$ cat src/rtl/audio_pkg.sv
// Shared audio types and frame layout for the I2S transmit path.
// Optional I2S_TX_UNDERRUN_CNT_EN adds an underrun counter to the top.
package audio_pkg;

  localparam int DATA_WIDTH_DEFAULT = 24;
  localparam int SAMPLE_BITS = 24;
  localparam int SLOT_BITS = 32;
  localparam int FRAME_BITS = 64;
  localparam int PAD_BITS = SLOT_BITS - SAMPLE_BITS;

  typedef enum logic [1:0] {
    WAIT_LEFT  = 2'd0,
    WAIT_RIGHT = 2'd1,
    FULL       = 2'd2
  } tx_state_t;

  // One-bit I2S delay: MSB of each word lands one slot after lrck flips.
  function automatic logic [FRAME_BITS-1:0] pack_frame(
    input logic [SAMPLE_BITS-1:0] l,
    input logic [SAMPLE_BITS-1:0] r
  );
    return {1'b0, l, {PAD_BITS{1'b0}},
            r, {(PAD_BITS-1){1'b0}}};
  endfunction

endpackage

$ cat src/rtl/i2s_clock_gen.sv
// Free-running frame counter producing mclk/sclk/lrck and strobes.
// Clocks are bits of the counter register, so they are glitch-free.
module i2s_clock_gen #(
  parameter int CNT_WIDTH = 9
) (
  input  logic clk,
  input  logic resetn,
  output logic mclk,
  output logic sclk,
  output logic lrck,
  output logic frame_end,
  output logic bit_tick
);

  localparam logic [CNT_WIDTH-1:0] CNT_ONE = 1;

  logic [CNT_WIDTH-1:0] cnt;

  always_ff @(posedge clk or negedge resetn) begin
    if (!resetn) begin
      cnt <= '0;
    end else begin
      cnt <= cnt + CNT_ONE;
    end
  end

  assign mclk      = cnt[0];
  assign sclk      = cnt[2];
  assign lrck      = cnt[CNT_WIDTH-1];
  assign frame_end = &cnt;
  assign bit_tick  = &cnt[2:0];

endmodule

$ cat src/rtl/axis_i2s_transmitter.sv
// AXI-Stream stereo pairs in, 64-slot I2S frames out.
// Define I2S_TX_UNDERRUN_CNT_EN to add the underrun_count output.
module axis_i2s_transmitter
  import audio_pkg::*;
#(
  parameter int DATA_WIDTH = DATA_WIDTH_DEFAULT,
  parameter int CNT_WIDTH  = 9
) (
  input  logic                  clk,
  input  logic                  resetn,
  input  logic [DATA_WIDTH-1:0] s_data,
  input  logic                  s_valid,
  input  logic                  s_last,
  output logic                  s_ready,
  output logic                  mclk,
  output logic                  sclk,
  output logic                  lrck,
  output logic                  sdout,
  output logic                  underrun
`ifdef I2S_TX_UNDERRUN_CNT_EN
  ,
  output logic [15:0]           underrun_count
`endif
);

  logic frame_end;
  logic bit_tick;

  i2s_clock_gen #(
    .CNT_WIDTH(CNT_WIDTH)
  ) u_clk (
    .clk      (clk),
    .resetn   (resetn),
    .mclk     (mclk),
    .sclk     (sclk),
    .lrck     (lrck),
    .frame_end(frame_end),
    .bit_tick (bit_tick)
  );

  logic [SAMPLE_BITS-1:0] sample;

  generate
    if (DATA_WIDTH >= SAMPLE_BITS) begin : g_trunc
      assign sample = s_data[DATA_WIDTH-1 -: SAMPLE_BITS];
    end else begin : g_pad
      assign sample = {s_data,
                       {(SAMPLE_BITS-DATA_WIDTH){1'b0}}};
    end
  endgenerate

  tx_state_t              state;
  logic [SAMPLE_BITS-1:0] left_q;
  logic [SAMPLE_BITS-1:0] right_q;
  logic [FRAME_BITS-1:0]  shreg;
  logic                   accept;

  assign accept = s_valid && s_ready;

  // s_ready tracks the next state so it never depends on inputs.
  always_ff @(posedge clk or negedge resetn) begin
    if (!resetn) begin
      state   <= WAIT_LEFT;
      s_ready <= 1'b1;
      left_q  <= '0;
      right_q <= '0;
    end else begin
      case (state)
        WAIT_LEFT: begin
          if (accept && !s_last) begin
            left_q <= sample;
            state  <= WAIT_RIGHT;
          end
        end
        WAIT_RIGHT: begin
          if (accept) begin
            if (s_last) begin
              right_q <= sample;
              state   <= FULL;
              s_ready <= 1'b0;
            end else begin
              left_q <= sample;
            end
          end
        end
        FULL: begin
          if (frame_end) begin
            state   <= WAIT_LEFT;
            s_ready <= 1'b1;
          end
        end
        default: begin
          state   <= WAIT_LEFT;
          s_ready <= 1'b1;
        end
      endcase
    end
  end

  // Frame load wins over the last shift of the old frame.
  always_ff @(posedge clk or negedge resetn) begin
    if (!resetn) begin
      shreg    <= '0;
      underrun <= 1'b0;
    end else begin
      underrun <= frame_end && (state != FULL);
      if (frame_end) begin
        shreg <= (state == FULL) ?
                 pack_frame(left_q, right_q) : '0;
      end else if (bit_tick) begin
        shreg <= {shreg[FRAME_BITS-2:0], 1'b0};
      end
    end
  end

  assign sdout = shreg[FRAME_BITS-1];

`ifdef I2S_TX_UNDERRUN_CNT_EN
  always_ff @(posedge clk or negedge resetn) begin
    if (!resetn) begin
      underrun_count <= '0;
    end else if (underrun && (underrun_count != 16'hFFFF)) begin
      underrun_count <= underrun_count + 16'd1;
    end
  end
`endif

endmodule

$ cat config.mk
export PLATFORM = sky130hd
export DESIGN_NAME = axis_i2s_transmitter
export DESIGN_NICKNAME = d
export VERILOG_FILES = /design/src/rtl/audio_pkg.sv /design/src/rtl/i2s_clock_gen.sv /design/src/rtl/axis_i2s_transmitter.sv
export SDC_FILE = /design/constraint.sdc
export NUM_CORES = 1
export LEC_CHECK = 0
export BUFFER_PORTS_ARGS = -buffer_cell sky130_fd_sc_hd__buf_2
export CAP_MARGIN = 20
export CORE_ASPECT_RATIO = 0.75
export CORE_MARGIN = 2
export CORE_UTILIZATION = 64
export CTS_CLUSTER_DIAMETER = 50
export DETAILED_ROUTE_END_ITERATION = 8
export PLACE_DENSITY = 0.93
export SYNTH_ARGS = -nofsm -noshare
export SYNTH_HDL_FRONTEND = slang
export SYNTH_HIERARCHICAL = 1
export SYNTH_SLANG_ARGS = --single-unit
export TNS_END_PERCENT = 50
$ cat constraint.sdc
create_clock -name clk -period 3.8 [get_ports clk]
set_clock_uncertainty 0.05 [all_clocks]
set_input_delay 0.76 -clock clk [delete_from_list [all_inputs] [get_ports clk]]
set_output_delay 0.76 -clock clk [all_outputs]
set_load 0.02 [all_outputs]
Word level (Yosys, flattened, before mapping)
Index checks and enable logic that the tools add are counted.

$add $sub $neg: 1. Eq/ne operators: 8. Multiplexer cells: 16. Bitwise operators: 1. Reduce and logical (&&, ||, !) cells: 13.

Operators by type and width (count): $mux W64 (2); $mux W24 (3); $mux W63 (1); $pmux W24 S2 (1); $ne A2 B2 Y1 const B (6); $reduce_and A4 Y1 (3); $add A9 B1 Y9 const B (1); $reduce_and A9 Y1 (1); $mux W2 (4); $pmux W2 S3 (1); $reduce_and A3 Y1 (2); $reduce_bool A2 Y1 (2); $logic_and A1 B1 Y1 (3); $mux W1 (3); $pmux W1 S3 (1); $eq A2 B1 Y1 const B (1); $eq A2 B2 Y1 const B (1); $logic_not A2 Y1 (1); $logic_not A1 Y1 (1); $not A1 Y1 (1).

Bits in registers: 125. Bits of input ports: 28. Logic and storage cells: 46.

Longest topological paths before layout
Gate-level depths: netlist (run 1).

Depth in word-level cells: 4. Mapped depth: 9.

Hierarchy
Netlist (run 1), hierarchy kept.

Modules (own cells, without submodules): axis_i2s_transmitter (instances 1, cells each 355, area an instance 4523.1 um^2, seq. area each 2728.9 um^2); i2s_clock_gen (instances 1, cells each 29, area an instance 364.1 um^2, seq. area each 225.2 um^2).

Worst setup path after synthesis (run 1)
No wires, ideal clock.

Path type: register to register. Start point: register u_clk.cnt[0]. End point: register state[1]. Setup time: 132 ps. Arrival: 1828 ps. Data required time: 3618 ps. Setup slack: 1790 ps. Cell stages (with the launch flop): 8. Period minus slack after synthesis: 2010 ps. Cells stage by stage: dfrtp_1 -> ha_1 -> nand3_2 -> nor3_1 -> ha_1 -> clkbuf_1 -> clkbuf_1 -> o21bai_1.

Cells in the longest elaborated chain, start to end: 3.

Ends and longest elaborated chain: from (decl) (line i2s_clock_gen.sv:17) `logic [CNT_WIDTH-1:0] cnt;`; from (signal assigned) (line i2s_clock_gen.sv:23) `cnt <= cnt + CNT_ONE;`; $reduce_and A9 Y1 (line i2s_clock_gen.sv:30) `assign frame_end = &cnt;`; named net frame_end (line axis_i2s_transmitter.sv:26) `logic frame_end;`; $ne A2 B2 Y1 (no line); $reduce_and A4 Y1 (no line); to (signal assigned) (line axis_i2s_transmitter.sv:63) `state <= WAIT_LEFT;`; to (signal assigned) (line axis_i2s_transmitter.sv:72) `state <= WAIT_RIGHT;`; to (signal assigned) (line axis_i2s_transmitter.sv:79) `state <= FULL;`; to (decl) (line axis_i2s_transmitter.sv:52) `tx_state_t state;`.

The timed path passes the listed nets, and every way through them passes these cells. A chain may end at the register's enable or synchronous reset.

Final worst setup path (run 1)
Start point: register u_clk.cnt[0]. End point: register shreg[22].

Cells in the longest elaborated chain, start to end: 2. Elaborated cells between the ends (all ways): 4. Classes of those cells: 1 x mux; 3 x reduce/logical.

Ends and longest elaborated chain: $reduce_and A9 Y1 * (line i2s_clock_gen.sv:30); named net frame_end (line axis_i2s_transmitter.sv:26); $mux W64 or $reduce_bool A2 Y1 (tied branches); to (signal assigned) (line axis_i2s_transmitter.sv:108) `shreg <= (state == FULL) ?`; to (signal assigned) (line axis_i2s_transmitter.sv:111) `shreg <= {shreg[FRAME_BITS-2:0], 1'b0};`; to (decl) (line axis_i2s_transmitter.sv:55) `logic [FRAME_BITS-1:0] shreg;`.

The timed path passes the listed nets; every way through them passes the cells marked *.

==> flow_summary.toml, run 1 <==
[die]
die_area_um2 = 8360
die_x_um = 105
chipHeight_um = 79.7
core_area_um2 = 7360
rows = 27
top_level_ports = 34
start_util_pct = 66.4

[pwr]
peakVddDrop_mv = 0.356
seq_power_share_pct = 42.6
power-per-cell-area_nw_per_um2 = 515
swShare_pct = 19.4
clockPowerShare_pct = 55.8
internal-power_w = 0.00238
switchingPower_w = 0.000573
total_power_w = 0.00295
pwr-share-comb_pct = 1.6
leakagePower_nw = 2.69

[yosys]
synth_nets = 415
synthTopCellsByArea = "dfrtp_1 60%, mux2i_1 11%, mux2_2 11%, o21ai_0 4.9%, nand2_1 3.9%"
seq_area_frac_synth_pct = 60.4
ys_ff_latch = 118
synth-edff-count = 0
syn_area_um2 = 4890
synth.avg_cell_area_um2 = 12.7
synthArstFlopShare_pct = 100
syn_inst = 384
synth.largest_area_cell = "dfrtp_1"
synth_most_common_cell = "dfrtp_1"
ys_types = 27
ys.flop_type = "dfrtp_1"
ys.warnings.count = 6
synthTopCellsByCount = "117 x dfrtp_1, 56 x mux2i_1, 51 x nand2_1"
synth_top_area_share_pct = 59.9

[routing]
drc = 0
post_drt_wl_per_cell_um = 19.0
postRouteAntennaNets = 0
wirelength_mm = 10.1
drtPass1Iterations = 4
drtIter0Drc = 241
vias_per_cell = 5.92
via_count = 3160

[layout]
fin_nets = 452
final_cells = 534
layout-drive-gt1-share_pct = 27.7
num_antenna_cells = 0
area_growth_pct = 17.2

[cts]
clk_pin_slew_ns = 0.05
cts.sinks = 118
cts_resized = 0
hold_buffers = 0
clock_latency_ns = 0.51
cts_setup_buffers = 0
cts_buffer_depth = 2
cts_buffers = 17
cts.htree.levels = 4
cts_root_buf = "clkbuf_8"
cts_tree = "built"

[worst_setup_path]
cp_slowest_stage_delay_ns = 0.64
critPathKind = "reg2reg"
path_cells = "ha_1 > nand3_2 > nor3_1 > ha_1 > and3b_1 > buf_4 > nand2_1 > o21ai_0"
r2r-start = "u_clk/cnt[0]"
critPathBufInv = 1
cp.arrival_ns = 3.01
critPathTopFamily = "simple AND/OR/NAND/NOR gates"
end_kind = "flip-flop"
crit_fanout = 30
cpMaxStageDelayCell = "and3b_1"
crit_path_frequent_cell = "ha_1"
worstSetupStartpointType = "flip-flop"
crit_start = "u_clk/cnt[0]"
cp.required_ns = 4.15

[timing]
slew_viol_final = 0
fin_hold_ws_ns = 0.278
timing.fmax_mhz = 377
tightest_slew_ns = 0.762
relSlewSlack_pct = 49.2
setup_viol = 0
hold_viol_final = 0
finalSetupTns_ns = 0
finalCritPeriodShare_pct = 69.9
rsz0062_at_grt = "no"
final.min_clock_period_ns = 2.66

[worst_hold_path]
hold_path_class = "in2async"

[place]
place_inst = 503
io_buffers = 33
gp_congestion = 0.760
hpwl_mm = 5.78

[global_routing]
grt_pass1_vias = 3305
grt_pass1_wl_mm = 16.7
grt_overflow_total = 0
grt_max_degree = 62
antenna_found_initial = 0
grt_util_all_layers_pct = 26.5

[run_status]
outcome = "completed"

[job]
cap_violations = 0
## logic make-up (layout without fill, tap and decap cells)
kind of cell,after synthesis,count (layout),synth area share [%]
AO/OA/AOI/OAI,52,52,5.45
XOR/XNOR,5,5,0.896
adder cells (fa/ha/maj),3,3,0.768
buffers and inverters,25,74,2.92
flip-flops,118,118,60.4
multiplexers,104,104,22.5
AND/OR/NAND/NOR,77,77,6.99
## through the flow
step                      cell area (um2)  utilization, %  setup slack (ns)
after detailed placement             5120            69.5              1.29
final                                5730            77.8              1.14
after global placement               5120            69.5              1.46
after floorplan                      4890               -              1.79
after global routing                 5730            77.8             0.981
after CTS                            5730            77.8              1.18
## cell usage in the layout (no fill, tap or decap), drive strengths merged
cell type / Yosys / final
dfrtp: 117 / 117
mux2i: 56 / 56
nand2: 51 / 51
o21ai: 48 / 48
mux2: 48 / 48
buf: 15 / 40
clkbuf: 7 / 22
nor2: 13 / 13
clkinv: 0 / 5
bufinv: 0 / 4
nand3: 4 / 4
nor3: 4 / 4
inv: 3 / 3
xnor2: 3 / 3
ha: 3 / 3
nand2b: 2 / 2
a21oi: 2 / 2
xor2: 2 / 2
and2: 1 / 1
and3b: 1 / 1
a311oi: 1 / 1
o21bai: 1 / 1
dfstp: 1 / 1
nand4: 1 / 1
## layout make-up
cell class              instances  area, um2
clock buffers                  22        463
clock inverters                 9        149
fillers                       439       1640
inverters                       3       11.3
multi-input cells             241       1790
flip-flops and latches        118       2950
well taps                     101        126
repair buffers                 40        233
## per-layer routing
layer	vias up	global-route usage, %	part of all wire, %
li1	1405	-	-
met1	1640	32.6	42
met2	90	44.4	51
met3	25	7.35	4.3
met4	0	11.9	2.6
met5	-	0	0
## path summary, 6_finish.rpt
| kind | cells after the start | slack (ns) | endpoint |
|---|---|---|---|
| worst max-delay path | 8 | 1.14 | shreg[22] |
| worst min-delay path | 1 | 0.28 | left_q[0] |
| worst max register to register | 8 | 1.14 | shreg[22] |
| worst min register to register | 1 | 0.43 | u_clk/cnt[6] |
| max in group asynchronous | 2 | 2.66 | right_q[15] |
| min in group clk | 1 | 0.43 | u_clk/cnt[6] |
## sequential cells by signal (all words and copies together) (netlist names)
signal     cells
u_clk/cnt      9
shreg         57
right_q       24
underrun       1
s_ready        1
state          2
left_q        24
## power groups by stage
stage	Clock [W]	Combinational (W)	Sequential, W
finish	0.00165	0.0000465	0.00126
global route	0.00173	0.0000531	0.00126
CTS	0.00167	0.0000480	0.00126
detailed placement	0	0.0000472	0.00128
global placement	0	0.0000451	0.00128
floorplan	0	0.000000470	0.00128
## worst reg2reg max path, cell delays in order (launching register included)
cell and delay [ns]:
dfrtp_1 0.42, ha_1 0.26, nand3_2 0.13, nor3_1 0.17
ha_1 0.21, and3b_1 0.64, buf_4 0.45, nand2_1 0.12
o21ai_0 0.11
Note: power is estimated with default switching activity, not from simulation.
==> inputs of run 2 (changes only) <==
--- a/config.mk
+++ b/config.mk
@@ -9,10 +9,10 @@
 export CAP_MARGIN = 20
 export CORE_ASPECT_RATIO = 0.75
 export CORE_MARGIN = 2
-export CORE_UTILIZATION = 64
+export CORE_UTILIZATION = 54
 export CTS_CLUSTER_DIAMETER = 50
 export DETAILED_ROUTE_END_ITERATION = 8
-export PLACE_DENSITY = 0.93
+export PLACE_DENSITY = 0.84
 export SYNTH_ARGS = -nofsm -noshare
 export SYNTH_HDL_FRONTEND = slang
 export SYNTH_HIERARCHICAL = 1
==> constraint.sdc (replaced) <==
create_clock -name clk -period 2.3 [get_ports clk]
set_clock_uncertainty 0.05 [all_clocks]
set_input_delay 0.46 -clock clk [delete_from_list [all_inputs] [get_ports clk]]
set_output_delay 0.46 -clock clk [all_outputs]
set_load 0.02 [all_outputs]
==> run 2 against run 1 <==
Compared with the run above:
- first-iteration DRC count decreased by 29%
- global-route usage decreased by 5.6 points
- wire length decreased by 10%
- flip-flop and latch count unchanged
- design area increased by 2.0%
- final cell count increased by 2.6%
- critical endpoint is now shreg[51]
- largest power group unchanged
==> flow_summary.toml, run 2 (same netlist as run 1, synthesis figures left out) <==
[timing]
finalSetupTns_ns = 0
relSlewSlack_pct = 64.6
timing.fmax_mhz = 511
rsz0062_at_grt = "no"
setup_viol = 0
hold_viol_final = 0
tightest_slew_ns = 0.531
slew_viol_final = 0
final.min_clock_period_ns = 1.96
finalCritPeriodShare_pct = 85.0
setup_ws_ns = 0.345

[layout]
regMostFlops = "shreg"
final_util_pct = 65.4
num_antenna_cells = 0
area_growth_pct = 19.6
mostFrequentLayoutCell = "dfrtp_1"
layout-drive-gt1-share_pct = 28.0
nFillCells = 669
largest_reg_flops = 57
final_cells = 548
fin_nets = 454
reg_top3 = "shreg x57, left_q x24, right_q x24"
final_cell_mix = "117 x dfrtp_1, 56 x mux2i_1, 51 x nand2_1, 48 x o21ai_0, 46 x mux2_2"

[worst_setup_path]
cpMaxStageDelayCell = "dfrtp_1"
end_kind = "flip-flop"
critPathKind = "reg2reg"
crit_path_frequent_cell = "ha_1"
critPathBufInv = 1
cp.required_ns = 2.56
crit_fanout = 48
path_cells = "ha_1 > nand3_2 > nor3_1 > ha_1 > and3b_1 > buf_12 > nand2_1 > o21ai_0"
worstSetupStartpointType = "flip-flop"
cp_slowest_stage_delay_ns = 0.41
cp.arrival_ns = 2.22
critPathTopFamily = "simple AND/OR/NAND/NOR gates"

[cts]
cts.sinks = 118
cts_root_buf = "clkbuf_16"
clock_latency_ns = 0.41
cts_buffers = 17
cts_tree = "built"
cts.htree.levels = 4
cts_buffer_depth = 2
clk_pin_slew_ns = 0.05

[routing]
wirelength_mm = 9.12
postRouteAntennaNets = 0
via_count = 3013
drc = 0
drtPass1Iterations = 4
drtIter0Drc = 172
post_drt_wl_per_cell_um = 16.6
vias_per_cell = 5.50

[global_routing]
grt_max_degree = 58
grt_util_all_layers_pct = 20.9
antenna_found_initial = 0
grt_pass1_vias = 3174
grt_pass1_wl_mm = 15.7
grt_overflow_total = 0

[pwr]
leakagePower_nw = 2.73
peakVddDrop_mv = 0.535
total_power_w = 0.00507
power-per-cell-area_nw_per_um2 = 867

[place]
hpwl_mm = 5.42
pre_cts_ws_ns = 0.375
io_buffers = 33
place_inst = 515
gp_congestion = 0.745

[die]
start_util_pct = 54.7
rows = 30
chipHeight_um = 86.4
die_area_um2 = 9840
die_x_um = 114
core_area_um2 = 8930
top_level_ports = 34

[run_status]
outcome = "completed"

[job]
cap_violations = 0

[worst_hold_path]
hold_path_class = "in2reg"
run 2: cell count changes in the layout (fill, tap and decap cells not counted), sizes merged:
cell	previous run	this run
buf	40	41
bufinv	4	5
clkbuf	22	23
clkinv	5	4
dlygate4sd3	0	1
run 2: area by class of cell:
type	count	area, um2	area share [%]
sequential	118	2950	50.5
clock buffer	23	488	8.35
clock inverter	9	170	2.91
timing repair buffer	42	288	4.92
inverter	3	11.3	0.193
multi-input combinational	241	1790	30.7
tap	112	140	2.40
run 2: worst reg2reg max path, delay by kind of cell (launching register included):
family	cells	cell delay, ns
buffers and inverters	1	0.24
AND/OR/NAND/NOR	4	0.62
flip-flops	1	0.41
AO/OA/AOI/OAI	1	0.10
adder cells (fa/ha/maj)	2	0.44
run 2: path summary, 6_finish.rpt:
check	to	slack, ns	start	cells past startpoint
worst min register to register	shreg[30]	0.43	right_q[23]	2
min in group asynchronous	left_q[21]	0.53	resetn	2
max in group asynchronous	s_ready	1.03	resetn	3
worst max register to register	shreg[51]	0.34	u_clk/cnt[0]	8
worst min-delay path	left_q[16]	0.25	s_data[16]	2
worst max-delay path	shreg[51]	0.34	u_clk/cnt[0]	8
run 2: metrics by stage:
step | hold WS [ns] | area [um2]
floorplan | 0.114 | 4890
global placement | 0.405 | 5180
detailed placement | 0.422 | 5180
CTS | 0.227 | 5840
global route | 0.234 | 5840
finish | 0.245 | 5840
run 2: routing by layer:
layer	vias up	global-route usage (%)	wire (um)	share of wire [%]
met5	-	0	0	0
met4	0	9.09	111	1.2
met3	11	6.22	265	2.9
met2	49	32.6	4330	47
met1	1541	27.5	4410	48
li1	1412	-	-	-
run 2: report_power, final:
part,total [W],switching [W],internal [W]
clock network,0.00291,0.000880,0.00203
logic,0.0000790,0.0000536,0.0000254
registers,0.00208,0,0.00208
run 2: timing repair:
| item | in CTS | in global routing |
|---|---|---|
| resized for setup | 0 | 0 |
| hold buffers | 1 | 0 |
| setup buffers | 0 | 0 |
| endpoints found under the hold margin | 37 | 0 |
